===== config.mk =====
export PLATFORM = sky130hd
export DESIGN_NAME = mmio_arbiter_flat
export DESIGN_NICKNAME = d
export VERILOG_FILES = /design/src/rtl/mmio_arbiter_if.sv /design/src/rtl/mmio_arbiter.sv /design/src/flat_wrapper.sv
export SDC_FILE = /design/constraint.sdc
export NUM_CORES = 1
export LEC_CHECK = 0
export ABC_AREA = 1
export ABC_CLOCK_PERIOD_IN_PS = 3800
export BUFFER_PORTS_ARGS = -buffer_cell sky130_fd_sc_hd__buf_2
export CORE_ASPECT_RATIO = 1.1
export CORE_MARGIN = 2
export CORE_UTILIZATION = 40
export CTS_CLUSTER_SIZE = 10
export DETAILED_ROUTE_END_ITERATION = 8
export GPL_TIMING_DRIVEN = 1
export PLACE_DENSITY = 0.84
export SLEW_MARGIN = 0
export SYNTH_ARGS = -nofsm -noshare
export SYNTH_HDL_FRONTEND = slang
export SYNTH_SLANG_ARGS = --single-unit

===== constraint.sdc =====
create_clock -name clk -period 3.8 [get_ports clk]
set_input_delay 0.57 -clock clk [delete_from_list [all_inputs] [get_ports clk]]
set_output_delay 0.57 -clock clk [all_outputs]
set_load 0.01 [all_outputs]

===== src/rtl/mmio_arbiter_if.sv =====
// Bundle of both master ports and the shared slave bus of mmio_arbiter.
// The slave modport is the arbiter's view; master is the environment's.
interface mmio_arbiter_if;
    logic        m0_req;
    logic        m0_we;
    logic [29:0] m0_addr;
    logic [31:0] m0_wd;
    logic        m0_ack;
    logic [31:0] m0_rd;
    logic        m0_err;

    logic        m1_req;
    logic        m1_we;
    logic [29:0] m1_addr;
    logic [31:0] m1_wd;
    logic        m1_ack;
    logic [31:0] m1_rd;
    logic        m1_err;

    logic        bus_re;
    logic        bus_we;
    logic [29:0] bus_addr;
    logic [31:0] bus_wd;
    logic [31:0] bus_rd;

    modport slave (
        input  m0_req, m0_we, m0_addr, m0_wd,
        output m0_ack, m0_rd, m0_err,
        input  m1_req, m1_we, m1_addr, m1_wd,
        output m1_ack, m1_rd, m1_err,
        output bus_re, bus_we, bus_addr, bus_wd,
        input  bus_rd
    );

    modport master (
        output m0_req, m0_we, m0_addr, m0_wd,
        input  m0_ack, m0_rd, m0_err,
        output m1_req, m1_we, m1_addr, m1_wd,
        input  m1_ack, m1_rd, m1_err,
        input  bus_re, bus_we, bus_addr, bus_wd,
        output bus_rd
    );
endinterface


===== src/rtl/mmio_arbiter.sv =====
// Two-master round-robin arbiter and single-access sequencer for the
// word-addressed MMIO slave bus, with window range check and ack/err return.
module mmio_arbiter #(
    parameter int          WORDS = 4,
    parameter logic [31:0] BASE  = 32'h0
) (
    input  logic           clk,
    input  logic           reset,
    mmio_arbiter_if.slave  io
);
    typedef enum logic [1:0] {IDLE, BUS, RESP} state_t;

    localparam logic [29:0] BASE_W  = BASE[31:2];
    localparam logic [30:0] WORDS_W = 31'(WORDS);

    state_t      state;
    state_t      next_state;

    logic        last_grant;
    logic        sel;
    logic        we_r;
    logic        in_r;
    logic [29:0] addr_r;
    logic [31:0] wd_r;
    logic [31:0] rdata_r;
    logic        err_r;

    logic        grant;
    logic        gsel;
    logic        g_we;
    logic [29:0] g_addr;
    logic [31:0] g_wd;
    logic [30:0] diff;
    logic        g_in;

    assign g_we   = gsel ? io.m1_we   : io.m0_we;
    assign g_addr = gsel ? io.m1_addr : io.m0_addr;
    assign g_wd   = gsel ? io.m1_wd   : io.m0_wd;

    // 31-bit difference: bit 30 set means the address lies below BASE
    assign diff = {1'b0, g_addr} - {1'b0, BASE_W};
    assign g_in = !diff[30] && ({1'b0, diff[29:0]} < WORDS_W);

    always_ff @(posedge clk or negedge reset) begin
        if (!reset) begin
            state <= IDLE;
        end else begin
            state <= next_state;
        end
    end

    // In RESP only the master not just served may be granted
    always_comb begin
        next_state = state;
        grant      = 1'b0;
        gsel       = 1'b0;
        unique case (state)
            IDLE: begin
                if (io.m0_req || io.m1_req) begin
                    grant      = 1'b1;
                    gsel       = io.m1_req && (!io.m0_req || !last_grant);
                    next_state = BUS;
                end
            end
            BUS: begin
                next_state = RESP;
            end
            RESP: begin
                next_state = IDLE;
                if (sel ? io.m0_req : io.m1_req) begin
                    grant      = 1'b1;
                    gsel       = !sel;
                    next_state = BUS;
                end
            end
            default: begin
                next_state = IDLE;
            end
        endcase
    end

    always_ff @(posedge clk or negedge reset) begin
        if (!reset) begin
            last_grant <= 1'b1;
            sel        <= 1'b0;
            we_r       <= 1'b0;
            in_r       <= 1'b0;
            addr_r     <= '0;
            wd_r       <= '0;
            rdata_r    <= '0;
            err_r      <= 1'b0;
        end else begin
            if (grant) begin
                last_grant <= gsel;
                sel        <= gsel;
                we_r       <= g_we;
                in_r       <= g_in;
                addr_r     <= diff[29:0];
                wd_r       <= g_wd;
            end
            if (state == BUS) begin
                rdata_r <= (in_r && !we_r) ? io.bus_rd : '0;
                err_r   <= !in_r;
            end
        end
    end

    always_comb begin
        io.bus_re   = 1'b0;
        io.bus_we   = 1'b0;
        io.bus_addr = '0;
        io.bus_wd   = '0;
        io.m0_ack   = 1'b0;
        io.m0_rd    = '0;
        io.m0_err   = 1'b0;
        io.m1_ack   = 1'b0;
        io.m1_rd    = '0;
        io.m1_err   = 1'b0;
        if (state == BUS && in_r) begin
            io.bus_re   = !we_r;
            io.bus_we   = we_r;
            io.bus_addr = addr_r;
            io.bus_wd   = we_r ? wd_r : '0;
        end
        if (state == RESP) begin
            if (sel) begin
                io.m1_ack = 1'b1;
                io.m1_rd  = rdata_r;
                io.m1_err = err_r;
            end else begin
                io.m0_ack = 1'b1;
                io.m0_rd  = rdata_r;
                io.m0_err = err_r;
            end
        end
    end
endmodule


===== src/flat_wrapper.sv =====
// flat-port wrapper written by rule: the top's interface ports become plain ports
module mmio_arbiter_flat 
#(
    parameter int          WORDS = 4,
    parameter logic [31:0] BASE  = 32'h0
)
  (clk, reset, io_m0_req, io_m0_we, io_m0_addr, io_m0_wd, io_m0_ack, io_m0_rd, io_m0_err, io_m1_req, io_m1_we, io_m1_addr, io_m1_wd, io_m1_ack, io_m1_rd, io_m1_err, io_bus_re, io_bus_we, io_bus_addr, io_bus_wd, io_bus_rd);
  mmio_arbiter_if io_i ();
  input  logic clk;
  input  logic reset;
  input wire logic [$bits(io_i.m0_req)-1:0] io_m0_req;
  input wire logic [$bits(io_i.m0_we)-1:0] io_m0_we;
  input wire logic [$bits(io_i.m0_addr)-1:0] io_m0_addr;
  input wire logic [$bits(io_i.m0_wd)-1:0] io_m0_wd;
  output wire logic [$bits(io_i.m0_ack)-1:0] io_m0_ack;
  output wire logic [$bits(io_i.m0_rd)-1:0] io_m0_rd;
  output wire logic [$bits(io_i.m0_err)-1:0] io_m0_err;
  input wire logic [$bits(io_i.m1_req)-1:0] io_m1_req;
  input wire logic [$bits(io_i.m1_we)-1:0] io_m1_we;
  input wire logic [$bits(io_i.m1_addr)-1:0] io_m1_addr;
  input wire logic [$bits(io_i.m1_wd)-1:0] io_m1_wd;
  output wire logic [$bits(io_i.m1_ack)-1:0] io_m1_ack;
  output wire logic [$bits(io_i.m1_rd)-1:0] io_m1_rd;
  output wire logic [$bits(io_i.m1_err)-1:0] io_m1_err;
  output wire logic [$bits(io_i.bus_re)-1:0] io_bus_re;
  output wire logic [$bits(io_i.bus_we)-1:0] io_bus_we;
  output wire logic [$bits(io_i.bus_addr)-1:0] io_bus_addr;
  output wire logic [$bits(io_i.bus_wd)-1:0] io_bus_wd;
  input wire logic [$bits(io_i.bus_rd)-1:0] io_bus_rd;
  assign io_i.m0_req = io_m0_req;
  assign io_i.m0_we = io_m0_we;
  assign io_i.m0_addr = io_m0_addr;
  assign io_i.m0_wd = io_m0_wd;
  assign io_m0_ack = io_i.m0_ack;
  assign io_m0_rd = io_i.m0_rd;
  assign io_m0_err = io_i.m0_err;
  assign io_i.m1_req = io_m1_req;
  assign io_i.m1_we = io_m1_we;
  assign io_i.m1_addr = io_m1_addr;
  assign io_i.m1_wd = io_m1_wd;
  assign io_m1_ack = io_i.m1_ack;
  assign io_m1_rd = io_i.m1_rd;
  assign io_m1_err = io_i.m1_err;
  assign io_bus_re = io_i.bus_re;
  assign io_bus_we = io_i.bus_we;
  assign io_bus_addr = io_i.bus_addr;
  assign io_bus_wd = io_i.bus_wd;
  assign io_i.bus_rd = io_bus_rd;
  mmio_arbiter #(.WORDS(WORDS), .BASE(BASE)) u_core (.clk(clk), .reset(reset), .io(io_i));
endmodule

== After elaboration in Yosys (flattened, before gate mapping) ==
Cells that the tools add are included.
Widths: inputs -> output; s select.

* Register bits after elaboration: 101
* Bits in latches: 0
* Bits in writable memories: 0
* Memory bits (read-only): 0
* Output and inout bits: 132
* Word-level logic and storage cells: 55
* Memories kept: 0

* Add/subtract/negate cells: 0
* Multipliers: 0
* Divide/modulo/power cells: 0
* $lt $le $gt $ge: 1
* Eq/ne operators: 3
* Shift-type cells: 0
* Mux-type cells: 31
* Bitwise operators: 0
* Reduce and logical (&&, ||, !) cells: 11

{| class="wikitable"
|+ Operator list
! operator !! number
|-
| $mux 32 || 8
|-
| $mux 30 || 2
|-
| $lt 30x3->1 const B || 1
|-
| $mux 1 || 17
|-
| $pmux 2 s3 || 1
|-
| $logic_not 1->1 || 5
|-
| $pmux 1 s2 || 2
|-
| $logic_and 1x1->1 || 3
|-
| $eq 2x1->1 const B || 1
|-
| $eq 2x2->1 const B || 1
|-
| $logic_not 2->1 || 1
|-
| $logic_or 1x1->1 || 2
|-
| $mux 2 || 1
|-
| $ne 2x1->1 const B || 1
|}

== Depth between registers and ports, before layout ==
Gate-level depths: netlist (run 1).

* Depth after elaboration: 7
* Gate-level depth with buffers: 13

== Worst setup path before layout (run 1) ==
No wires, ideal clock.

* Path type: register -> output
* Start: register u_core.state[0]
* End: output io_m1_rd[10]
* Arrival time: 1.306 ns
* Required time: 3.230 ns
* Path slack: 1.924 ns
* Stages on the path, launching flop included: 7
* Path through: dfrtp_1 > nor2_4 > inv_1 > nor2_1 > inv_1 > buf_1 > nor2_1

* Cells in the longest elaborated chain, start to end: 2

{| class="wikitable"
|+ RTL lines
! item !! line !! text
|-
| start: declaration || mmio_arbiter.sv:16 || <nowiki>state_t state;</nowiki>
|-
| start signal: assignment || mmio_arbiter.sv:48 || <nowiki>state <= next_state;</nowiki>
|-
| $eq 2x2->1 || mmio_arbiter.sv:125 || <nowiki>if (state == RESP) begin</nowiki>
|-
| $mux 32 || mmio_arbiter.sv:125 ||
|-
| end: declaration || flat_wrapper.sv:23 || <nowiki>output wire logic [$bits(io_i.m1_rd)-1:0] io_m1_rd;</nowiki>
|}

No other way between the ends.

== Final worst setup path (run 1) ==
* Start: register u_core.state[0]
* End: output io_bus_re

* Cells in the longest elaborated chain, start to end: 3

{| class="wikitable"
|+ RTL lines
! item !! line !! text
|-
| $eq 2x1->1 || mmio_arbiter.sv:119 || <nowiki>if (state == BUS && in_r) begin</nowiki>
|-
| $logic_and 1x1->1 || mmio_arbiter.sv:119 ||
|-
| $mux 1 || mmio_arbiter.sv:119 ||
|-
| end: declaration || flat_wrapper.sv:25 || <nowiki>output wire logic [$bits(io_i.bus_re)-1:0] io_bus_re;</nowiki>
|}

No other way between the ends.

==> results of run 1 <==
-- where the power goes --
| group | internal [uW] | switching (uW) | total [uW] |
|---|---|---|---|
| clock network | 464 | 449 | 913 |
| logic | 564 | 1200 | 1760 |
| registers | 1460 | 195 | 1650 |
-- per-layer routing --
metal	part of all wire	routed length [microns]	vias up	global-route usage
met1	0.41	6630	2608	0.263
met5	0	0	-	0
met3	0.056	897	29	0.0239
met4	0.023	365	0	0.0822
met2	0.51	8160	238	0.381
li1	-	-	2956	-
-- area by class of cell --
cell class	instances	area (sq um)
fillers	1336	5970
flip-flops and latches	101	2530
multi-input cells	553	2370
repair buffers	300	1520
inverters	95	357
well taps	184	230
clock buffers	9	225
clock inverters	7	66.3
diodes	1	2.50
-- sequential cells by signal, indices dropped and copies added, names as in the netlist --
signal / count
u_core.addr_r: 30
u_core.err_r: 1
u_core.in_r: 1
u_core.last_grant: 1
u_core.rdata_r: 32
u_core.sel: 1
u_core.state: 2
u_core.wd_r: 32
u_core.we_r: 1
-- cell usage after synthesis --
master | number | area [sq um]
nand2_1 | 240 | 901
nor2_1 | 179 | 672
dfrtp_1 | 100 | 2500
inv_1 | 94 | 353
o21ai_0 | 57 | 285
a31oi_1 | 35 | 219
clkbuf_1 | 21 | 78.8
nand3b_1 | 18 | 135
buf_2 | 16 | 80.1
nand3_1 | 11 | 55.1
buf_1 | 10 | 37.5
o21ai_1 | 5 | 25.0
buf_6 | 2 | 22.5
nor2_2 | 2 | 12.5
o21a_1 | 2 | 15.0
buf_4 | 1 | 7.51
dfstp_2 | 1 | 26.3
inv_2 | 1 | 3.75
nand2_2 | 1 | 6.26
nand2_4 | 1 | 11.3
nand3_2 | 1 | 10.0
nor2_4 | 1 | 11.3
-- path summary, 6_finish.rpt --
check	startpoint	endpoint	slack (ps)	cells past startpoint
min in group clk	io_bus_rd[1]	u_core.rdata_r[1]$_DFFE_PN0N_	430	3
min reg2reg	u_core.last_grant$_DFFE_PN1P_	u_core.last_grant$_DFFE_PN1P_	480	2
max in group asynchronous	reset	u_core.wd_r[12]$_DFFE_PN0P_	2530	2
max reg2reg	u_core.state[0]$_DFFE_PN0P_	u_core.in_r$_DFFE_PN0P_	1200	12
max	u_core.state[0]$_DFFE_PN0P_	io_bus_re	1000	5
min	reset	u_core.addr_r[22]$_DFFE_PN0P_	380	1
-- kinds of logic (layout without fill, tap and decap cells) --
| group | after synthesis | in the layout | share of synthesized area |
|---|---|---|---|
| AO/OA/AOI/OAI | 99 | 99 | 0.0995 |
| buffers and inverters | 145 | 411 | 0.107 |
| flip-flops | 101 | 101 | 0.462 |
| other | 0 | 1 | 0 |
| AND/OR/NAND/NOR | 454 | 454 | 0.332 |
-- metrics by stage --
stage	worst slack, ps	power (uW)	hold slack [ps]	utilization	std cells
3_5_place_dp	988	3440	466	0.528	1233
2_1_floorplan	1920	3000	274	-	799
5_1_grt	784	4720	427	0.550	1250
3_3_place_gp	1060	3370	466	0.528	1233
4_1_cts	958	4360	420	0.550	1249
6_report	1000	4320	383	0.550	1250
==> metrics, run 1 <==
GRT Resource Usage Total 0.214; final setup vio count 0; commonest non-fill, non-tap cells in the layout buf_2 (292), nand2_1 (238), nor2_1 (178), dfrtp_1 (100), inv_1 (94); CP Capture Type output port; crit path buf inv count 2; CP Launch Type flip-flop; Yosys warnings 0; share of layout cells above drive strength 1 0.307; I/O pin count 294; commonest non-fill, non-tap cell in the layout buf_2; static leakage 0.00410 uW; slowest CP cell nor2_2; vias in the first global route 5245; Synth Net Count 961; Post-CTS Setup Bufs 0; clk sinks 101; WS Path Type flip-flop to output port; setup TNS 0 ps; area of placed instances 7000 sq um; RSZ-0062 raised after global routing false; largest net degree at the start of global routing 82; GP Congestion 0.907; CTS Buffer Depth 2; CTS tree done; cell breakdown of the critical path inv_1 -> nor2_2 -> nand2_2 -> nor2_2 -> buf_2; CTS buffer count 9; port bufs 293; Via-to-Cell Ratio 4.66; clk root buf clkbuf_16; critical path data required time 3230 ps; status finished clean; core area 13300 sq um; die width 116 microns; H-tree depth 3; relative slew slack 0.177; Crit path largest cell delay 920 ps; Layout Cell Area excl Fill 7300 sq um; Distinct cells, synth 22; delay-heaviest family, CP simple AND/OR/NAND/NOR gates; maximum VDD drop 0.284 mV; Pre-Repair DR Iteration Count 5; area grow syn2layout 33.4%; antenna violations before repair 1; dpl hpwl 11600 microns; die span in y 127 microns; first-pass GRT wire length 25000 microns; post-layout min period 2800 ps; Post-DRT Antenna Nets 0; Syn Area/Cell 6.85 sq um; Post-Route Skew 10.2 ps; CP dominant cell by count nor2_2; MaxCap Viol Count 0; Synth Instances 799; register area share after synthesis 0.462; Clock Latency Late Sink 340 ps; PostCTS Resize Cnt 0; row cnt 44; Max FO, Critical Path 33; fin. max-slew vios 0; Power Dens Cells 593 nW/um^2; Vias 5831; final worst path period share 0.736; f_max 357 MHz; total congestion overflow 0; Clock Pin Slew Worst Setup and Hold Paths 80 ps; count of state elements after synthesis 101; Cell Area, Synth 5470 sq um; fin nets 1222; cts hold-fix bufs 0; DR iter-0 viols 284; Starting Density 0.412; Final Hold Viols 0; WL per Instance 12.8 microns; Slew @ Worst Pin 1230 ps; overall routed net length 16100 microns; die area 14600 sq um; CP arrival 2230 ps; Worst Hold Class primary input to asynchronous set/reset pin; Residual DRC 0
No activity file was read; power rests on OpenSTA's default activity.
==> run 2, diff against run 1 <==
Settings changed: ABC_AREA 1 to 0, ABC_CLOCK_PERIOD_IN_PS 3800 to 2700.
Clock period 3.8 ns to 2.7 ns, I/O delays scaled along.
==> metrics, run 2 <==
status finished clean; Post-Route Skew 11.0 ps (+0.892 ps); slowest CP cell dfrtp_1; Worst Hold Class primary input to flip-flop; Max FO, Critical Path 31 (-6.1%); CTS buffer count 9 (unchanged); Vias 4936 (-15%); first-pass GRT wire length 22700 microns (-9.5%); overall routed net length 14500 microns (-10%); portion of netlist area occupied by mux cells 0.119 (+0.119); area of placed instances 6940 sq um (-0.88%); dpl hpwl 11000 microns (-5.6%); Post-CTS Setup Bufs 0 (unchanged); relative slew slack 0.573 (+0.395); Starting Density 0.406 (-0.00664); top_reg_cell synth dfrtp_1; EDFF count, synth 0 (unchanged); Synth Area in XOR/XNOR 0 (unchanged); I/O pin count 294 (unchanged); commonest non-fill, non-tap cells in the layout buf_2 (292), dfrtp_1 (100), and2_1 (98), nor2_1 (66), a21oi_1 (64); main combinational cell family by area after synthesis simple AND/OR/NAND/NOR gates; antenna violations before repair 0 (-1); post-layout min period 2440 ps; Area contributors post-synth dfrtp_1 (47%), mux2i_1 (12%), and2_1 (12%), a21oi_1 (6.0%), a22o_1 (5.3%); GP Congestion 0.799 (-12%); met1 Resource Use GR 0.239 (-0.0244); Slew @ Worst Pin 641 ps (-592 ps); fin. max-slew vios 0 (unchanged); count of state elements after synthesis 101 (unchanged); non-filler cells, final 978 (-22%); area grow syn2layout 36.0%; setup TNS 0 ps (unchanged); die area 14200 sq um (-2.7%); Via-to-Cell Ratio 5.05 (+8.2%); RSZ-0062 raised after global routing false; critical path data required time 2300 ps (-930 ps); clk root buf clkbuf_16; commonest non-fill, non-tap cell in the layout buf_2; maximum VDD drop 0.398 mV (+40%); Layout Cell Area excl Fill 7230 sq um (-0.93%); total congestion overflow 0 (unchanged); die width 114 microns (-1.4%); MaxCap Viol Count 0 (unchanged); Simple-Gate Fraction of Synth Area 0.228 (-0.104); gr busiest metal met2; biggest regs u_core.rdata_r: 32 flops, u_core.wd_r: 32 flops, u_core.addr_r: 30 flops; port bufs 293 (unchanged); Synth Area in Compound Gates 0.130 (+0.0307); WS Path Type flip-flop to output port; clk sinks 101 (unchanged); cts hold-fix bufs 1 (+1); fin nets 975 (-20%); final worst path period share 0.904; Distinct cells, synth 30 (+36%); register area share after synthesis 0.476 (+0.0135); placed insts 962 (-22%); static leakage 0.00388 uW (-5.6%); PostCTS Resize Cnt 0 (unchanged); CP Capture Type output port; Residual DRC 0 (unchanged); H-tree depth 3 (unchanged); DR iter-0 viols 170 (-40%); vias in the first global route 4647 (-11%); row cnt 44 (unchanged); cell taking the most area after synthesis dfrtp_1; Syn Area/Cell 9.92 sq um (+45%); ys async rst share 1.00 (unchanged); Post-DRT Antenna Nets 0 (unchanged); Power Dens Cells 938 nW/um^2 (+58%); hold_ws 285 ps (-98.0 ps); Clock Latency Late Sink 340 ps (about the same); GRT Resource Usage Total 0.196 (-0.0178); Synth Net Count 698 (-27%); f_max 410 MHz; die span in y 125 microns (-1.4%); share of the synthesized area in the top cell type 0.471 (+0.0134); CP Launch Type flip-flop; largest net degree at the start of global routing 58 (-29%); cell breakdown of the critical path inv_1 -> nand2_1 -> inv_1 -> buf_4 -> nand2_1 -> nor2_2 -> buf_2; Yosys warnings 0 (unchanged); Synth Instances 536 (-33%); final setup vio count 0 (unchanged); WL per Instance 14.8 microns (+15%); Clock Pin Slew Worst Setup and Hold Paths 70 ps (about the same); met3 Use GR 0.0438 (+0.0199); CTS Buffer Depth 2 (unchanged); Cell Area, Synth 5320 sq um (-2.8%); CTS tree done; met2 Usage GRT 0.354 (-0.0275); ANT cells 0 (-1); synth cell count leaders dfrtp_1 (100), and2_1 (98), nor2_1 (67); Final Hold Viols 0 (unchanged); count leader, synth dfrtp_1; Fillers 1181 (-12%); CP arrival 2030 ps (-200 ps); Pre-Repair DR Iteration Count 4 (-1); adder-cell share of the synthesized area 0 (unchanged); share of layout cells above drive strength 1 0.401 (+0.0944); Crit path largest cell delay 430 ps (-490 ps); core area 13100 sq um (-1.2%)
==> run 2: per-stage QoR <==
step | setup WS (ps) | util | total power (uW)
2_1_floorplan | 742 | - | 4630
5_1_grt | 39.5 | 0.552 | 7290
3_5_place_dp | 597 | 0.530 | 5610
6_report | 260 | 0.552 | 6780
3_3_place_gp | 619 | 0.530 | 5500
4_1_cts | 232 | 0.552 | 6850
==> run 2: where the power goes <==
part | switching [uW] | internal (uW) | leakage [uW] | total, uW
Sequential | 449 | 2230 | 0.00120 | 2680
Combinational | 1600 | 1280 | 0.00254 | 2880
Clock | 544 | 671 | 0.000135 | 1210
==> run 2: per-layer routing <==
| metal | share of wire | vias to the layer above | wire length (microns) |
|---|---|---|---|
| met5 | 0 | - | 0 |
| li1 | - | 2423 | - |
| met3 | 0.072 | 13 | 1050 |
| met1 | 0.40 | 2310 | 5840 |
| met4 | 0.011 | 0 | 154 |
| met2 | 0.51 | 190 | 7410 |
==> run 2: final cells by class <==
class / instances / area (sq um) / area share
clock buffers: 12 / 256 / 0.0355
clock inverters: 3 / 21.3 / 0.00294
inverters: 4 / 15.0 / 0.00208
multi-input cells: 388 / 2540 / 0.351
flip-flops and latches: 101 / 2530 / 0.350
well taps: 161 / 201 / 0.0279
repair buffers: 309 / 1670 / 0.231
==> run 2: kinds of logic (layout without fill, tap and decap cells) <==
kind of cell | count (synthesis) | after routing
buffers and inverters | 47 | 328
muxes | 63 | 63
AOI/OAI and AO/OA | 103 | 103
DFF | 101 | 101
and+or+nand+nor | 222 | 222
==> run 2: critical path: cells and delay by family, from the launching register on <==
family	cells	cell delay, ps
DFF	1	430
buffers and inverters	4	760
and+or+nand+nor	3	500
==> run 2: path summary, 6_finish.rpt <==
check	endpoint	cells after the start	slack, ps	from
worst max register to register	u_core.rdata_r[4]$_DFFE_PN0N_	8	620	u_core.state[1]$_DFFE_PN0P_
worst min-delay path	u_core.rdata_r[16]$_DFFE_PN0N_	2	280	io_bus_rd[16]
max in group asynchronous	u_core.addr_r[7]$_DFFE_PN0P_	3	1530	reset
min in group asynchronous	u_core.rdata_r[8]$_DFFE_PN0N_	2	520	reset
worst max-delay path	io_bus_re	7	260	u_core.state[1]$_DFFE_PN0P_
worst min register to register	u_core.last_grant$_DFFE_PN1P_	2	510	u_core.last_grant$_DFFE_PN1P_
==> run 3, diff against run 2 <==
Settings changed: ABC_CLOCK_PERIOD_IN_PS 2700 to 3000, CORE_ASPECT_RATIO 1.1 to 0.5.
Clock period 2.7 ns to 3 ns, I/O delays scaled along.
==> metrics, run 3 (same netlist as run 2, synthesis figures left out) <==
first-pass GRT wire length 23900 microns (+5.5%); slowest CP cell dfrtp_1; ANT cells 0 (unchanged); CP arrival 2110 ps (+80 ps); area grow syn2layout 36.4%; Clock Latency Late Sink 330 ps (about the same); share of layout cells above drive strength 1 0.401 (about the same); Clock Pin Slew Worst Setup and Hold Paths 60 ps (about the same); Post-DRT Antenna Nets 0 (unchanged); clk sinks 101 (unchanged); PostCTS Resize Cnt 0 (unchanged); biggest regs u_core.rdata_r: 32 flops, u_core.wd_r: 32 flops, u_core.addr_r: 30 flops; DR iter-0 viols 270 (+59%); Via-to-Cell Ratio 5.07 (+0.42%); CP Launch Type flip-flop; clk root buf clkbuf_16; f_max 390 MHz; post-layout min period 2560 ps; overall routed net length 15400 microns (+6.3%); Post-Route Skew 6.50 ps (-4.55 ps); Worst Hold Class primary input to asynchronous set/reset pin; hold_ws 172 ps (-113 ps); core area 12800 sq um (-2.2%); Power Dens Cells 866 nW/um^2 (-7.7%); relative slew slack 0.456 (-0.117); WL per Instance 15.6 microns (+5.5%); total congestion overflow 0 (unchanged); WS Path Type flip-flop to output port; final worst path period share 0.854; MaxCap Viol Count 0 (unchanged); CTS Buffer Depth 2 (unchanged); Max FO, Critical Path 33 (+6.5%); Slew @ Worst Pin 816 ps (+175 ps); GRT Resource Usage Total 0.207 (+0.0104); RSZ-0062 raised after global routing false; largest net degree at the start of global routing 67 (+16%); die width 167 microns (+47%); commonest non-fill, non-tap cell in the layout buf_2; Starting Density 0.415 (+0.00931); CTS buffer count 9 (unchanged); CP dominant cell by count inv_1; Pre-Repair DR Iteration Count 4 (unchanged); worst reg2reg setup slack 990 ps (+370 ps); setup TNS 0 ps (unchanged); critical path data required time 2550 ps (+250 ps); antenna violations before repair 0 (unchanged); commonest non-fill, non-tap cells in the layout buf_2 (292), dfrtp_1 (100), and2_1 (98), nor2_1 (66), a21oi_1 (64); row cnt 29 (-34%); fin nets 973 (-0.21%); die span in y 85.5 microns (-32%); Residual DRC 0 (unchanged); dpl hpwl 11800 microns (+7.9%); final setup vio count 0 (unchanged); Vias 4992 (+1.1%); Post-CTS Setup Bufs 0 (unchanged); cell breakdown of the critical path inv_1 -> nand2_1 -> inv_1 -> and3_1 -> buf_4 -> and2_1 -> buf_2; vias in the first global route 4771 (+2.7%); CTS tree done; GP Congestion 0.988 (+24%); die area 14300 sq um (+0.39%); I/O pin count 294 (unchanged); CP Capture Type output port; status finished clean; H-tree depth 3 (unchanged); maximum VDD drop 0.516 mV (+30%); static leakage 0.00388 uW (+0.11%); cts hold-fix bufs 0 (-1); Final Hold Viols 0 (unchanged); port bufs 293 (unchanged); fin. max-slew vios 0 (unchanged); Crit path largest cell delay 430 ps (about the same)
[run 3: path summary, 6_finish.rpt]
check	from	to	depth (start not counted)
min in group clk	io_bus_rd[4]	u_core.rdata_r[4]$_DFFE_PN0N_	2
worst max-delay path	u_core.state[1]$_DFFE_PN0P_	io_bus_wd[27]	7
worst min-delay path	reset	u_core.rdata_r[13]$_DFFE_PN0N_	1
worst max register to register	u_core.sel$_DFFE_PN0P_	u_core.wd_r[31]$_DFFE_PN0P_	5
worst min register to register	u_core.last_grant$_DFFE_PN1P_	u_core.last_grant$_DFFE_PN1P_	2
max in group asynchronous	reset	u_core.addr_r[1]$_DFFE_PN0P_	2
[run 3: through the flow]
step,util,setup slack (ps),power [uW],std cells,area [sq um]
after floorplan,-,997,4170,536,5320
after global placement,0.541,897,4960,970,6930
after detailed placement,0.541,803,5080,970,6930
after CTS,0.566,436,6320,985,7250
after global routing,0.566,263,6710,985,7250
final,0.566,439,6270,985,7250
[run 3: worst max-delay path, delay by kind of cell, from the launching register on]
kind / cells / cell delay (ps)
buffers and inverters: 4 / 870
flip-flops: 1 / 430
AND/OR/NAND/NOR: 3 / 470
[run 3: layout make-up]
class | instances | area [sq um]
fillers | 1150 | 5560
multi-input cells | 388 | 2540
flip-flops and latches | 101 | 2530
repair buffers | 307 | 1640
clock buffers | 11 | 243
well taps | 170 | 213
clock inverters | 4 | 72.6
inverters | 4 | 15.0
[run 3: power breakdown]
part           total, uW  internal, uW  leakage, uW  switching [uW]
combinational       2610          1150      0.00252            1470
sequential          2450          2010      0.00120             432
clock               1220           748     0.000152             469
[run 3: routing by layer]
layer	wire [microns]	share of wire	track usage
met1	6270	0.41	0.254
met2	8100	0.53	0.380
met5	0	0	0
met3	736	0.048	0.0406
met4	252	0.016	0.0517
